$ cat src/rtl/core_pkg.sv
// Shared definitions for the 8-bit pipelined core.
// Contents: address/instruction widths, opcode field position, fetch FSM
// state encodings and a helper to extract the opcode from an instruction word.
package core_pkg;

    localparam int unsigned ADDR_W  = 8;
    localparam int unsigned INSTR_W = 16;
    localparam int unsigned OPC_HI  = 15;
    localparam int unsigned OPC_LO  = 12;

    // Fetch FSM state encodings.
    localparam logic [1:0] ST_IDLE   = 2'd0;
    localparam logic [1:0] ST_RUN    = 2'd1;
    localparam logic [1:0] ST_BUBBLE = 2'd2;
    localparam logic [1:0] ST_HALTED = 2'd3;

    function automatic logic [3:0] opcode_of(input logic [INSTR_W-1:0] instr);
        return instr[OPC_HI:OPC_LO];
    endfunction

endpackage

$ cat src/rtl/fseq_sat_counter.sv
// Saturating up-counter with enable; sticks at all-ones.
// Ports: clk, rst_n (async active-low), en (count when high),
//        count (current value, WIDTH bits).
module fseq_sat_counter #(
    parameter int unsigned WIDTH = 16
) (
    input  logic             clk,
    input  logic             rst_n,
    input  logic             en,
    output logic [WIDTH-1:0] count
);

    logic [WIDTH-1:0] count_q;
    logic [WIDTH-1:0] count_d;

    always_comb begin
        count_d = count_q;
        if (en && (count_q != {WIDTH{1'b1}})) begin
            count_d = count_q + WIDTH'(1);
        end
    end

    always_ff @(posedge clk or negedge rst_n) begin
        if (!rst_n) begin
            count_q <= '0;
        end else begin
            count_q <= count_d;
        end
    end

    assign count = count_q;

endmodule

$ cat src/rtl/fetch_sequencer.sv
// Program counter and fetch controller. Drives the combinational instruction
// ROM address and captures the returned word into the IF/ID register.
// Optional macro: FSEQ_HALT_DETECT_EN enables HALT opcode detection and the
// HALTED state; without it halted is tied low.
// Ports:
//   clk, rst_n          clock, async active-low reset
//   start               pulse, leaves IDLE
//   stall               decode cannot accept; hold PC and IF/ID
//   redirect_valid/pc   taken branch/jump from execute
//   address             ROM address (= pc)
//   instruction         ROM read data, same cycle
//   if_instr/if_pc/if_valid  IF/ID register
//   running, halted     FSM status
//   fetch_count         saturating count of captured instructions
module fetch_sequencer
    import core_pkg::*;
#(
    parameter logic [7:0]  RESET_PC    = 8'h00,
    parameter logic [3:0]  HALT_OPCODE = 4'hF,
    parameter int unsigned CNT_W       = 16
) (
    input  logic             clk,
    input  logic             rst_n,
    input  logic             start,
    input  logic             stall,
    input  logic             redirect_valid,
    input  logic [7:0]       redirect_pc,
    output logic [7:0]       address,
    input  logic [15:0]      instruction,
    output logic [15:0]      if_instr,
    output logic [7:0]       if_pc,
    output logic             if_valid,
    output logic             running,
    output logic             halted,
    output logic [CNT_W-1:0] fetch_count
);

    logic [1:0]  state_q, state_d;
    logic [7:0]  pc_q, pc_d;
    logic [15:0] if_instr_q, if_instr_d;
    logic [7:0]  if_pc_q, if_pc_d;
    logic        if_valid_q, if_valid_d;
    logic        cnt_en;

    always_comb begin
        state_d    = state_q;
        pc_d       = pc_q;
        if_instr_d = if_instr_q;
        if_pc_d    = if_pc_q;
        if_valid_d = if_valid_q;
        cnt_en     = 1'b0;

        case (state_q)
            ST_IDLE: begin
                if_valid_d = 1'b0;
                if (start) begin
                    state_d = ST_RUN;
                end
            end
            ST_RUN, ST_BUBBLE: begin
                // Redirect wins over stall: the stalled IF/ID word is on the
                // wrong path anyway.
                if (redirect_valid) begin
                    pc_d       = redirect_pc;
                    if_valid_d = 1'b0;
                    state_d    = ST_BUBBLE;
                end else if (!stall) begin
                    if_instr_d = instruction;
                    if_pc_d    = pc_q;
                    if_valid_d = 1'b1;
                    pc_d       = pc_q + 8'd1;
                    cnt_en     = 1'b1;
                    state_d    = ST_RUN;
`ifdef FSEQ_HALT_DETECT_EN
                    if ((state_q == ST_RUN) && (opcode_of(instruction) == HALT_OPCODE)) begin
                        state_d = ST_HALTED;
                    end
`endif
                end
            end
`ifdef FSEQ_HALT_DETECT_EN
            ST_HALTED: begin
                if_valid_d = 1'b0;
            end
`endif
            default: begin
                state_d    = ST_IDLE;
                if_valid_d = 1'b0;
            end
        endcase
    end

    always_ff @(posedge clk or negedge rst_n) begin
        if (!rst_n) begin
            state_q    <= ST_IDLE;
            pc_q       <= RESET_PC;
            if_instr_q <= 16'h0000;
            if_pc_q    <= 8'h00;
            if_valid_q <= 1'b0;
        end else begin
            state_q    <= state_d;
            pc_q       <= pc_d;
            if_instr_q <= if_instr_d;
            if_pc_q    <= if_pc_d;
            if_valid_q <= if_valid_d;
        end
    end

    fseq_sat_counter #(
        .WIDTH(CNT_W)
    ) u_fetch_cnt (
        .clk  (clk),
        .rst_n(rst_n),
        .en   (cnt_en),
        .count(fetch_count)
    );

    assign address  = pc_q;
    assign if_instr = if_instr_q;
    assign if_pc    = if_pc_q;
    assign if_valid = if_valid_q;
    assign running  = (state_q == ST_RUN) || (state_q == ST_BUBBLE);

`ifdef FSEQ_HALT_DETECT_EN
    assign halted = (state_q == ST_HALTED);
`else
    logic unused_halt_opcode;
    assign unused_halt_opcode = ^HALT_OPCODE;
    assign halted = 1'b0;
`endif

endmodule

$ cat config.mk
export PLATFORM = sky130hd
export DESIGN_NAME = fetch_sequencer
export DESIGN_NICKNAME = d
export VERILOG_FILES = /design/src/rtl/core_pkg.sv /design/src/rtl/fseq_sat_counter.sv /design/src/rtl/fetch_sequencer.sv
export SDC_FILE = /design/constraint.sdc
export NUM_CORES = 1
export LEC_CHECK = 0
export ABC_AREA = 1
export CORE_MARGIN = 2
export CORE_UTILIZATION = 40
export DETAILED_ROUTE_END_ITERATION = 10
export PLACE_DENSITY = 0.67
export RECOVER_POWER = 25
export SLEW_MARGIN = 15
export SYNTH_ARGS = -nofsm -noshare
export SYNTH_HDL_FRONTEND = slang
export SYNTH_SLANG_ARGS = --single-unit
$ cat constraint.sdc
create_clock -name clk -period 2.8 [get_ports clk]
set_input_delay 0.28 -clock clk [delete_from_list [all_inputs] [get_ports clk]]
set_output_delay 0.28 -clock clk [all_outputs]
set_load 0.02 [all_outputs]
## Word level (Yosys, flattened, before mapping)

Index checks and enable logic that the tools add are counted.

- Word-level logic and storage cells: 35
- Input port bits: 29
- Output and inout port bits: 51
- Register bits after elaboration: 51

- Reductions and logical operators: 7
- Muxes and demuxes: 12
- Bitwise operators: 2
- $add $sub $neg: 2
- Equality and inequality tests: 6

Operators by type and width:

| kind | count |
|---|---|
| adder 16 x 1 -> 16 bit (second input constant) | 1 |
| 2-to-1 mux 8 bit | 2 |
| inequality test 16 bit (second input constant) | 1 |
| adder 8 x 1 -> 8 bit (second input constant) | 1 |
| 2-to-1 mux 1 bit | 6 |
| 2-to-1 mux 2 bit | 3 |
| one-hot mux 2 bit (2 select lines) | 1 |
| AND reduction 2 bit | 2 |
| inequality test 3 bit (second input constant) | 1 |
| AND reduction 3 bit | 1 |
| equality test 2 x 1 -> 1 bit (second input constant) | 1 |
| equality test 2 bit (second input constant) | 1 |
| zero test 2 bit | 1 |
| inequality test 2 x 1 -> 1 bit (second input constant) | 1 |
| inequality test 2 bit (second input constant) | 1 |
| inverter 1 bit | 2 |
| OR reduction 2 bit | 1 |
| logical AND 1 bit | 1 |
| logical OR 1 bit | 1 |

## Depth between registers and ports, before layout

- Depth after elaboration: 4
- Depth in mapped cells: 11
- Depth with buffers taken out: 10

## Modules after synthesis

From an unflattened synthesis, not the netlist that was laid out.

- Cell total of the unflattened synthesis: 351
- Area total of the unflattened synthesis: 2688.8 µm²

Modules (own cells, without submodules):

| module | area an instance (µm²) | instances | cells an instance | sequential area each (µm²) |
|---|---|---|---|---|
| fetch_sequencer | 1630.3 | 1 | 202 | 875.8 |
| fseq_sat_counter | 1058.5 | 1 | 149 | 400.4 |

## Least setup slack after synthesis

OpenSTA, ideal clock, no wires.

- Kind: register to register
- Start: reg state_q[0]
- End: reg u_fetch_cnt.count_q[8], in the netlist u_fetch_cnt.count[8]
- Stages on the path, launching flop included: 10
- Slack: 1114 ps
- Data required time: 2670 ps
- Setup time: 130 ps
- Path buffers: 1
- Arrival time: 1556 ps
- Period minus slack after synthesis: 1686 ps
- Path through: dfrtp_1 inv_1 ha_1 inv_1 nor2_2 inv_2 nor2_8 buf_4 nand3_1 xnor2_1

- Cells in the longest elaborated chain, start to end: 4
- Elaborated cells between the ends (all ways): 5
- Those cells by class: eq/ne: 2; mux: 1; reduce/logical: 2

RTL lines:

| what | line | source |
|---|---|---|
| from (decl) | fetch_sequencer.sv:38 | `logic [1:0] state_q, state_d;` |
| from (signal assigned) | fetch_sequencer.sv:101 | `state_q <= state_d;` |
| equality test 2 x 1 -> 1 bit / equality test 2 bit (equally long branches) | fetch_sequencer.sv:53 | `case (state_q)` |
| OR reduction 2 bit * | fetch_sequencer.sv:53 |  |
| 2-to-1 mux 1 bit * | fetch_sequencer.sv:53 |  |
| logical AND 1 bit * | fseq_sat_counter.sv:18 | `if (en && (count_q != {WIDTH{1'b1}})) begin` |
| to (signal assigned) | fseq_sat_counter.sv:27 | `count_q <= count_d;` |
| to (decl) | fseq_sat_counter.sv:13 | `logic [WIDTH-1:0] count_q;` |

Every way passes the cells marked *; elsewhere a longest branch is shown, timed or not.
A chain may end at the register's enable or synchronous reset.

## Worst setup path after layout

- Start: reg state_q[0]
- End: out running

- Cells in the longest elaborated chain, start to end: 2
- Elaborated cells between the ends (all ways): 3
- Those cells by class: eq/ne: 2; reduce/logical: 1

RTL lines:

| what | line | source |
|---|---|---|
| equality test 2 x 1 -> 1 bit / equality test 2 bit (equally long branches) | fetch_sequencer.sv:122 | `assign running = (state_q == ST_RUN) \|\| (state_q == ST_BUBBLE);` |
| logical OR 1 bit * | fetch_sequencer.sv:122 |  |
| to (decl) | fetch_sequencer.sv:33 | `output logic running,` |

Marked as above.

==> flow_summary_export.csv <==
group,metric,value,unit
cts,htree_levels,2,
cts,cts_resized,0,
yosys,ys_seq_area_frac,0.489,
setup_path,crit_path_end_kind,"output port",
global_routing,overflow,0,
global_routing,antenna_found_initial,0,
floorplan,fp-row-count,29,
global_routing,grt_usage,0.165,
finish,fillerInstances,608,
cts,cts-hold-fix-buffers,0,
placement,dp_hpwl,4140,µm
yosys,syn-mean-instance-area,7.68,µm²
setup_path,ff2ff_setup_slack,0.87,ns
routing,firstDrtPassIters,4,
setup_path,slowest_delay,0.62,ns
yosys,synth_nets,373,
power,vdd.ir_drop.worst,0.574,mV
cts,numCtsBuffers,5,
flow_run,drv_cap,0,
power,power,3.32,mW
yosys,netlist_area,2610,µm²
setup_path,worstPathArrival,1.69,ns
setup_path,worstSetupStartpoint,"state_q[0]",
routing,viasPerCell,4.70,
timing,rsz0062_at_grt,"no",
finish,fin_area,3520,µm²
global_routing,grt_pass1_wl,9690,µm
routing,vias,2319,
yosys,ys_seq_elements,51,
setup_path,timing.rr.end,"u_fetch_cnt.count[13]",
finish,layout_common_cells,"152 x nand2_1, 77 x clkdlybuf4s50_1, 51 x dfrtp_1, 26 x inv_1, 26 x nor2_1",
setup_path,crit_path_max_fanout,3,
cts,cts.path.max_buffers,2,
finish,final_common_cell,"nand2_1",
placement,port_buffers,78,
yosys,yosysUniqueCellTypes,27,
timing,timing.final.hold_violations,0,
floorplan,coreArea,6310,µm²
routing,antenna_left,0,
cts,cts_tree,"yes",
global_routing,grt_max_degree,52,
finish,regArea,1280,µm²
floorplan,start_util,0.413,
timing,worst_pin_slew,1.22,ns
floorplan,die_h,84.8,µm
setup_path,cp.depth,3,
placement,place_area,3420,µm²
timing,setup_viol,0,
timing,max_clock_freq,507,MHz
timing,slew-limit-headroom,0.185,
setup_path,cp.required,2.52,ns
timing,min_period_over_period,0.705,
finish,drive_gt1_frac,0.0481,
setup_path,r2r_cells,10,
setup_path,r2r-start,"state_q[0]",
routing,drc,0,
finish,synthToLayoutAreaGrowth,35.0,%
floorplan,die-width,84.8,µm
cts,insertion_delay,0.30,ns
floorplan,pin_count,80,
power,p_leak,1.67,nW
cts,ctsRootBufferMaster,"clkbuf_8",
setup_path,path_class,"reg2out",
timing,period_minus_slack,1.97,ns
cts,clk_pin_slew,0.09,ns
setup_path,endpoint,"running",
finish,utilization,0.558,
timing,finalClockSkew,0.00636,ns
finish,multi_input_area,1150,µm²
yosys,ys_warn_count,0,
routing,drt_iter0_drc,119,
global_routing,grt_pass1_vias,2127,
setup_path,path_cells,"inv_1 > ha_1 > clkdlybuf4s50_1",
cts,postCtsSetupBuffers,0,
setup_path,crit_family,"buffers and inverters",
power,power_density,941,nW/µm²
routing,wl_per_cell,11.5,µm
cts,clkSinkCount,51,
yosys,postSynthCellCount,340,
timing,setup_tns,0,ns
setup_path,cp-start-kind,"register",
timing,slew_violations,0,
routing,wl,5670,µm
placement,gp_congestion,0.854,
min_path,hp-class,"in2async",
outcome,status,"completed",
floorplan,die-area,7190,µm²
setup_path,crit_buf_inv,2,
finish,nNetsFinal,449,
finish,antenna_cells_inserted,0,
setup_path,crit_slowest_cell,"clkdlybuf4s50_1",
## worst min-delay path by stage
stage / startpoint / end / slack (ns) / cells past startpoint
finish: rst_n / u_fetch_cnt.count[4] / 0.30 / 2
global route: rst_n / u_fetch_cnt.count[4] / 0.43 / 2
CTS: rst_n / u_fetch_cnt.count[3] / 0.11 / 2
detailed placement: rst_n / u_fetch_cnt.count[3] / 0.43 / 2
global placement: rst_n / u_fetch_cnt.count[3] / 0.43 / 2
floorplan: rst_n / address[0] / -0.02 / 0
## power by group
part / total, mW / internal [mW] / switching, mW
Clock: 0.495 / 0.262 / 0.233
Sequential: 1.22 / 1.00 / 0.221
Combinational: 1.60 / 0.710 / 0.889
## per-stage QoR
step                      hold slack [ns]  instances  setup slack, ns
final                               0.301        493            0.826
after global routing                0.432        493            0.659
after CTS                           0.107        493            0.821
after detailed placement            0.434        486            0.727
after global placement              0.435        486            0.794
after floorplan                   -0.0156        340             1.11
## layer usage
| layer | vias up | track usage | part of all wire |
|---|---|---|---|
| li1 | 1209 | - | - |
| met1 | 1051 | 0.228 | 0.48 |
| met2 | 55 | 0.262 | 0.46 |
| met3 | 4 | 0.0423 | 0.056 |
| met4 | 0 | 0.0361 | 0.0063 |
| met5 | - | 0 | 0 |
## sequential cells by signal, summed over array words and instances, names as in the netlist
register,count
address,8
if_instr,16
if_pc,8
if_valid,1
state_q,2
u_fetch_cnt.count,16
## layout make-up
class / instances / area share
Inverter: 28 / 0.0298
Tap cell: 77 / 0.0273
Multi-Input combinational cell: 250 / 0.328
Clock inverter: 1 / 0.00852
Timing Repair Buffer: 80 / 0.224
Clock buffer: 6 / 0.0206
Sequential cell: 51 / 0.362
## Yosys cell counts
cell type	instances	area (µm²)
clkbuf_1	1	3.75
inv_2	2	7.51
buf_6	2	22.5
o22ai_1	4	25.0
a31oi_1	1	6.26
ha_1	4	50.1
xor2_1	5	43.8
o31ai_1	2	15.0
nor2_8	1	20.0
nand2_1	152	571
nor2_4	1	11.3
nand3_1	17	85.1
nand2_2	1	6.26
nor3_1	1	5.00
nor2_1	26	97.6
o21ai_4	1	16.3
nand4_1	7	43.8
dfrtp_1	51	1280
conb_1	1	3.75
o21ai_0	15	75.1
inv_1	26	97.6
nor2_2	4	25.0
buf_2	5	25.0
xnor2_1	4	35.0
a21oi_1	2	10.0
buf_4	3	22.5
nand3_2	1	10.0
## cells by family after synthesis
family / count (synthesis) / synth area share
AND/OR/NAND/NOR: 211 / 0.335
flip-flops: 51 / 0.489
buffers and inverters: 39 / 0.0685
AO/OA/AOI/OAI: 25 / 0.0566
XOR/XNOR: 9 / 0.0302
adder cells (fa/ha/maj): 4 / 0.0192
other: 1 / 0.00144
(Power assumes the default switching activity.)
